$ cat config.mk
export PLATFORM = sky130hd
export DESIGN_NAME = serial_subtractor
export DESIGN_NICKNAME = d
export VERILOG_FILES = /design/src/rtl/serial_subtractor.sv
export SDC_FILE = /design/constraint.sdc
export NUM_CORES = 1
export LEC_CHECK = 0
export ABC_AREA = 1
export ABC_CLOCK_PERIOD_IN_PS = 4600
export CAP_MARGIN = 20
export CORE_MARGIN = 4
export CORE_UTILIZATION = 55
export CTS_CLUSTER_DIAMETER = 50
export DETAILED_ROUTE_END_ITERATION = 8
export PLACE_DENSITY = 0.8
export SLEW_MARGIN = 20
export SYNTH_ARGS = -nofsm -noshare
export SYNTH_HDL_FRONTEND = slang
export SYNTH_SLANG_ARGS = --single-unit
$ cat constraint.sdc
create_clock -name clk -period 4.6 [get_ports clk]
set_clock_uncertainty 0.2 [all_clocks]
set_input_delay 0.46 -clock clk [delete_from_list [all_inputs] [get_ports clk]]
set_output_delay 0.46 -clock clk [all_outputs]
set_load 0.02 [all_outputs]
$ cat src/rtl/serial_subtractor.sv
// Bit-serial subtractor: diff = a - b - b_in, LSB first, one bit per clock,
// built around a single full-subtractor cell and a borrow flip-flop.
module serial_subtractor #(
  parameter int WIDTH = 8
) (
  input  logic             clk,
  input  logic             rst_n,
  input  logic             start_valid,
  output logic             start_ready,
  input  logic [WIDTH-1:0] a,
  input  logic [WIDTH-1:0] b,
  input  logic             b_in,
  output logic             res_valid,
  input  logic             res_ready,
  output logic [WIDTH-1:0] diff,
  output logic             b_out,
  output logic             ovf,
  output logic             busy
);

  localparam int CNT_W = $clog2(WIDTH);
  localparam logic [CNT_W-1:0] CNT_LAST = CNT_W'(WIDTH - 1);

  typedef enum logic [1:0] {
    IDLE  = 2'd0,
    SHIFT = 2'd1,
    DONE  = 2'd2
  } state_t;

  // One full-subtractor cell: returns {borrow_out, difference_bit}.
  function automatic logic [1:0] full_sub(input logic x, input logic y, input logic bi);
    logic d;
    logic bo;
    d  = x ^ y ^ bi;
    bo = (~x & y) | (~(x ^ y) & bi);
    return {bo, d};
  endfunction

  state_t           state_r;
  logic [WIDTH-1:0] ra_r;
  logic [WIDTH-1:0] rb_r;
  logic             br_r;
  logic             sa_r;
  logic             sb_r;
  logic [CNT_W-1:0] cnt_r;

  logic             d_s;
  logic             br_next_s;
  logic             last_s;

  // Current-bit difference, next borrow and final-bit detection.
  always_comb begin
    d_s       = 1'b0;
    br_next_s = 1'b0;
    {br_next_s, d_s} = full_sub(ra_r[0], rb_r[0], br_r);
    if (cnt_r == CNT_LAST) begin
      last_s = 1'b1;
    end else begin
      last_s = 1'b0;
    end
  end

  // Control FSM and datapath registers, all outputs registered.
  always_ff @(posedge clk or negedge rst_n) begin
    if (!rst_n) begin
      state_r     <= IDLE;
      ra_r        <= '0;
      rb_r        <= '0;
      br_r        <= 1'b0;
      sa_r        <= 1'b0;
      sb_r        <= 1'b0;
      cnt_r       <= '0;
      start_ready <= 1'b1;
      res_valid   <= 1'b0;
      diff        <= '0;
      b_out       <= 1'b0;
      ovf         <= 1'b0;
      busy        <= 1'b0;
    end else begin
      case (state_r)
        IDLE: begin
          if (start_valid) begin
            ra_r        <= a;
            rb_r        <= b;
            br_r        <= b_in;
            sa_r        <= a[WIDTH-1];
            sb_r        <= b[WIDTH-1];
            cnt_r       <= '0;
            start_ready <= 1'b0;
            busy        <= 1'b1;
            state_r     <= SHIFT;
          end else begin
            start_ready <= 1'b1;
          end
        end
        SHIFT: begin
          diff <= {d_s, diff[WIDTH-1:1]};
          ra_r <= ra_r >> 1;
          rb_r <= rb_r >> 1;
          br_r <= br_next_s;
          if (last_s) begin
            // Overflow only when operand signs differ and result sign leaves a's sign.
            b_out     <= br_next_s;
            ovf       <= (sa_r ^ sb_r) & (d_s ^ sa_r);
            res_valid <= 1'b1;
            state_r   <= DONE;
          end else begin
            cnt_r <= cnt_r + CNT_W'(1);
          end
        end
        DONE: begin
          if (res_ready) begin
            res_valid   <= 1'b0;
            start_ready <= 1'b1;
            busy        <= 1'b0;
            state_r     <= IDLE;
          end else begin
            res_valid <= 1'b1;
          end
        end
        default: begin
          state_r     <= IDLE;
          start_ready <= 1'b1;
          res_valid   <= 1'b0;
          busy        <= 1'b0;
        end
      endcase
    end
  end

endmodule

### Word level (Yosys, flattened, before mapping)

Index checks and enable logic that the tools add are counted.

| operators by class | value |
|---|---|
| add/sub/neg operators | 1 |
| multiply operators | 0 |
| div/mod/pow operators | 0 |
| $lt $le $gt $ge | 0 |
| eq/ne operators | 7 |
| shift operators | 0 |
| multiplexer cells | 23 |
| bitwise logic cells | 12 |
| reduce and logical (&&, ||, !) cells | 10 |

Operator list:

| operator | number |
|---|---|
| case mux 8 bit (2 select lines) | 2 |
| two-way mux 8 bit | 2 |
| AND reduction 2 bit | 5 |
| case mux 1 bit (3 select lines) | 3 |
| AND reduction 3 bit | 3 |
| two-way mux 1 bit | 8 |
| != test 2 bit (second input constant) | 4 |
| two-way mux 2 bit | 3 |
| two-way mux 3 bit | 2 |
| case mux 2 bit (3 select lines) | 1 |
| case mux 3 bit (2 select lines) | 1 |
| NOT 1 bit | 4 |
| XOR 1 bit | 4 |
| adder 3 x 1 -> 3 bit (second input constant) | 1 |
| AND 1 bit | 3 |
| == test 3 bit (second input constant) | 1 |
| == test 2 x 1 -> 1 bit (second input constant) | 1 |
| == test 2 bit (second input constant) | 1 |
| logical NOT 2 bit | 1 |
| case mux 1 bit (2 select lines) | 1 |
| nonzero test 2 bit | 1 |
| OR 1 bit | 1 |

| word-level totals | value |
|---|---|
| register bits | 37 |
| bits in latches | 0 |
| RAM bits | 0 |
| memory bits (read-only) | 0 |
| input port bits | 21 |
| output and inout port bits | 13 |
| word-level logic and storage cells | 66 |
| memories | 0 |

### Logic depth before layout (Yosys ltp)

| depth | value |
|---|---|
| depth in word-level cells | 5 |
| mapped depth | 8 |
| gate-level depth less buffers | 8 |

### Worst setup path before layout

No wires, ideal clock.

| timing path | value |
|---|---|
| path type | reg-to-reg |
| start | reg state_r[0] |
| end | reg br_r |
| library setup time | 0.116 ns |
| arrival time | 1.195 ns |
| required time | 4.284 ns |
| path slack | 3.089 ns |
| cell stages (with the launch flop) | 9 |
| path buffers | 1 |
| period minus slack after synthesis | 1.511 ns |
| cell sequence | dfrtp_1 -> inv_1 -> ha_1 -> inv_2 -> nand2_4 -> nand2_4 -> buf_6 -> nand2_1 -> nand2_1 |

| between the ends | value |
|---|---|
| longest elaborated chain between the ends | 3 |
| elaborated cells on any way between the ends | 6 |
| those cells by class | eq/ne: 2; mux: 1; reduce/logical: 3 |

RTL lines:

| element | line | RTL |
|---|---|---|
| from (decl) | 39 | `state_t state_r;` |
| from (signal assigned) | 66 | `state_r <= IDLE;` |
| from (signal assigned) | 91 | `state_r <= SHIFT;` |
| from (signal assigned) | 106 | `state_r <= DONE;` |
| == test 2 x 1 -> 1 bit / logical NOT 2 bit (equally long branches) | 80 | `case (state_r)` |
| nonzero test 2 bit (no source line) / != test 2 bit (equally long branches) | n/a |  |
| AND reduction 2 bit (no source line) | n/a |  |
| to (signal assigned) | 85 | `br_r <= b_in;` |
| to (signal assigned) | 100 | `br_r <= br_next_s;` |
| to (decl) | 42 | `logic br_r;` |

Parallel ways exist; a longest one is shown, timed or not.
A chain may end at the register's enable or synchronous reset.

### Worst setup path in the final report

| timing path | value |
|---|---|
| start | reg state_r[1] |
| end | reg cnt_r[1] |

| between the ends | value |
|---|---|
| longest elaborated chain between the ends | 3 |
| elaborated cells on any way between the ends | 7 |
| those cells by class | eq/ne: 3; mux: 1; reduce/logical: 3 |

RTL lines:

| element | line | RTL |
|---|---|---|
| == test 2 x 1 -> 1 bit / logical NOT 2 bit (equally long branches) | 80 |  |
| != test 2 bit (no source line) / nonzero test 2 bit (equally long branches) | n/a |  |
| AND reduction 3 bit (no source line) | n/a |  |
| to (signal assigned) | 108 | `cnt_r <= cnt_r + CNT_W'(1);` |
| to (decl) | 45 | `logic [CNT_W-1:0] cnt_r;` |

Parallel ways exist; a longest one is shown, timed or not.

==> run_results.csv <==
group,metric,value,unit
clock_tree,holdBufCountCts,0,
clock_tree,clk_pin_slew,0.10,ns
worst_setup_path,critPathRequiredTime,4.66,ns
die,start_util,58.5,%
layout,multiInputGateArea,774,µm²
grt,antenna_found_initial,0,
clock_tree,clockRootBuffer,"clkbuf_4",
placement,port_buffers,33,
timing,setup_tns,0,ns
timing,final-hold-violation-count,0,
worst_setup_path,arrival,2.67,ns
grt,grt_usage,18.8,%
clock_tree,cts_buffers,5,
routing,drt_wl_total,3.60,mm
clock_tree,cts_resized,0,
yosys,ys_seq_area_share,51.1,%
yosys,synth_area,1820,µm²
worst_setup_path,cp_max_fo,30,
timing,slew_viol_final,0,
grt,grt_start_max_net_pins,38,
yosys,synthTopCellsByArea,"dfrtp_1 (50%), nand2_1 (24%), nand3_1 (6.3%), ha_1 (4.1%), o21ai_0 (2.8%)",
worst_setup_path,worstSetupEndpointType,"flop",
clock_tree,htreeDepth,2,
grt,grt_pass1_wl,6.35,mm
timing,slew_headroom,29.2,%
layout,n_fill_cell,262,
die,pin_count,34,
grt,grt_overflow,0,
power_and_ir_drop,ir_drop,477,µV
routing,drtIter0Drc,133,
layout,post-route-util,72.1,%
timing,rsz0062_at_grt,"no",
layout,layout-drive-gt1-share,5.75,%
worst_setup_path,cp_num_buf_inv,2,
yosys,netlist.area_leader.share,49.6,%
die,rows,20,
placement,hpwl,2.42,mm
layout,insertedDiodeCount,0,
routing,ant_nets,0,
clock_tree,clock_latency,0.33,ns
worst_setup_path,max_stage_delay,0.87,ns
yosys,syn-num-nets,255,
timing,period_share,56.7,%
placement,place_congestion,0.843,
job,maxCapViolations,0,
grt,grt_pass1_vias,1440,
layout,fin_cells,305,
clock_tree,cts_setup_buffers,0,
yosys,syn-mean-instance-area,8.00,µm²
worst_setup_path,slowest_stage,"ha_1",
worst_setup_path,cp-start-kind,"flop",
routing,wire_per_inst,11.8,µm
die,core-area,3100,µm²
clock_tree,clockBufferDepth,2,
yosys,synth.distinct_cells,18,
min_path,hold_path.class,"reg2reg",
routing,via_per_inst,4.91,
layout,nNetsFinal,288,
clock_tree,cts_tree,"done",
yosys,synth.ff_latch_count,37,
die,die_x,65.5,µm
timing,fin_crit,2.61,ns
run_status,outcome,"finished, final reports clean",
power_and_ir_drop,power,1.46,mW
worst_setup_path,critPathKind,"reg2reg",
clock_tree,cts.sinks,37,
routing,drc_errors,0,
worst_setup_path,path_delay_family,"adder cells",
placement,placed_cells,297,
layout,regArea,927,µm²
power_and_ir_drop,power.density,653,nW/µm²
routing,firstDrtPassIters,4,
layout,area_delta_synth_final,23.2,%
die,die_h,65.5,µm
routing,vias,1499,
yosys,yosys_warnings,0,
timing,max_freq,0.383,GHz
die,dieArea,4280,µm²
timing,worstMarginPinSlew,1.06,ns
timing,setup_viol,0,
yosys,synth_area_leader_cell,"dfrtp_1",
power_and_ir_drop,leakage,1.19,nW
worst_setup_path,crit_chain,"inv_1 -> ha_1 -> inv_2 -> nor2_1 -> nand3_1 -> nand2_1",
yosys,synth_cells,227,
-- flip-flops by register name, indices dropped and copies added, names as in the netlist --
name	cells
ra_r	8
cnt_r	3
b_out	1
diff	8
br_r	1
sa_r	1
start_ready	1
rb_r	8
state_r	2
ovf	1
busy	1
res_valid	1
sb_r	1
-- worst paths after layout --
path,cells after the start,slack [ns],to,start
worst max-delay path,6,1.99,cnt_r[1]$_DFFE_PN0P_,state_r[1]$_DFFE_PN0P_
worst min-delay path,2,0.29,busy$_DFFE_PN0P_,busy$_DFFE_PN0P_
worst max register to register,6,1.99,cnt_r[1]$_DFFE_PN0P_,state_r[1]$_DFFE_PN0P_
worst min register to register,2,0.29,busy$_DFFE_PN0P_,busy$_DFFE_PN0P_
max in group asynchronous,2,3.52,start_ready$_DFFE_PN1P_,rst_n
min in group asynchronous,2,0.33,diff[5]$_DFFE_PN0P_,rst_n
-- cells in the mapped netlist --
| cell | instances |
|---|---|
| nand3_1 | 23 |
| fa_1 | 1 |
| nand3b_1 | 1 |
| dfstp_2 | 1 |
| dfrtp_1 | 36 |
| inv_2 | 3 |
| o21ai_1 | 4 |
| inv_1 | 12 |
| buf_6 | 2 |
| buf_4 | 2 |
| nand2_4 | 3 |
| ha_1 | 6 |
| a21oi_1 | 1 |
| nand4_1 | 2 |
| nand2_1 | 115 |
| o21ai_0 | 10 |
| nor2_1 | 1 |
| buf_2 | 4 |
-- worst register-to-register path: cells and delay by family (launching register included) --
kind | cells | cell delay [ns]
simple gates | 3 | 0.51
fa+ha+maj | 1 | 0.87
flops | 1 | 0.42
buf+inv | 2 | 0.55
-- kinds of logic after synthesis --
kind of cell	Yosys count	synth area share (%)
AND/OR/NAND/NOR	145	33.3
AO/OA/AOI/OAI	15	4.13
adder cells (fa/ha/maj)	7	5.24
flip-flops	37	51.1
buffers and inverters	23	6.27
-- through the flow --
step | hold slack (ns) | worst slack (ns) | area, µm²
3_5_place_dp | 0.268 | 2.02 | 2150
2_1_floorplan | -0.0356 | 3.09 | 1820
4_1_cts | 0.291 | 1.97 | 2240
3_3_place_gp | 0.254 | 2.07 | 2150
6_report | 0.290 | 1.99 | 2240
5_1_grt | 0.312 | 1.67 | 2240
-- where the power goes --
group | internal [mW] | switching [mW] | leakage [nW]
Sequential | 0.467 | 0.0775 | 0.471
Clock | 0.130 | 0.103 | 0.0455
Combinational | 0.258 | 0.425 | 0.670
Total | 0.855 | 0.605 | 1.19
-- placed cells by master, fill, tap and decap left out --
cell	n
nand2_1	115
dfrtp_1	36
clkdlybuf4s50_1	33
nand3_1	23
inv_1	12
o21ai_0	10
ha_1	6
clkbuf_4	5
o21ai_1	4
inv_2	3
nand2_4	3
nand4_1	2
nor2_1	1
nand3b_1	1
a21oi_1	1
fa_1	1
bufinv_16	1
clkbuf_8	1
clkbuf_1	1
buf_4	1
dfstp_2	1
-- cell type report --
| class | instances | share of cell area (%) |
|---|---|---|
| flip-flops and latches | 37 | 41.5 |
| clock buffers | 7 | 2.46 |
| multi-input cells | 167 | 34.6 |
| clock inverters | 1 | 1.34 |
| repair buffers | 34 | 15.1 |
| well taps | 44 | 2.46 |
| inverters | 15 | 2.52 |
-- routing by layer --
metal	part of all wire, %	GRT usage, %
met1	45	24.8
met2	50	30.7
met3	4.7	4.79
met4	0.47	4.92
met5	0	0
(Power assumes the default switching activity.)
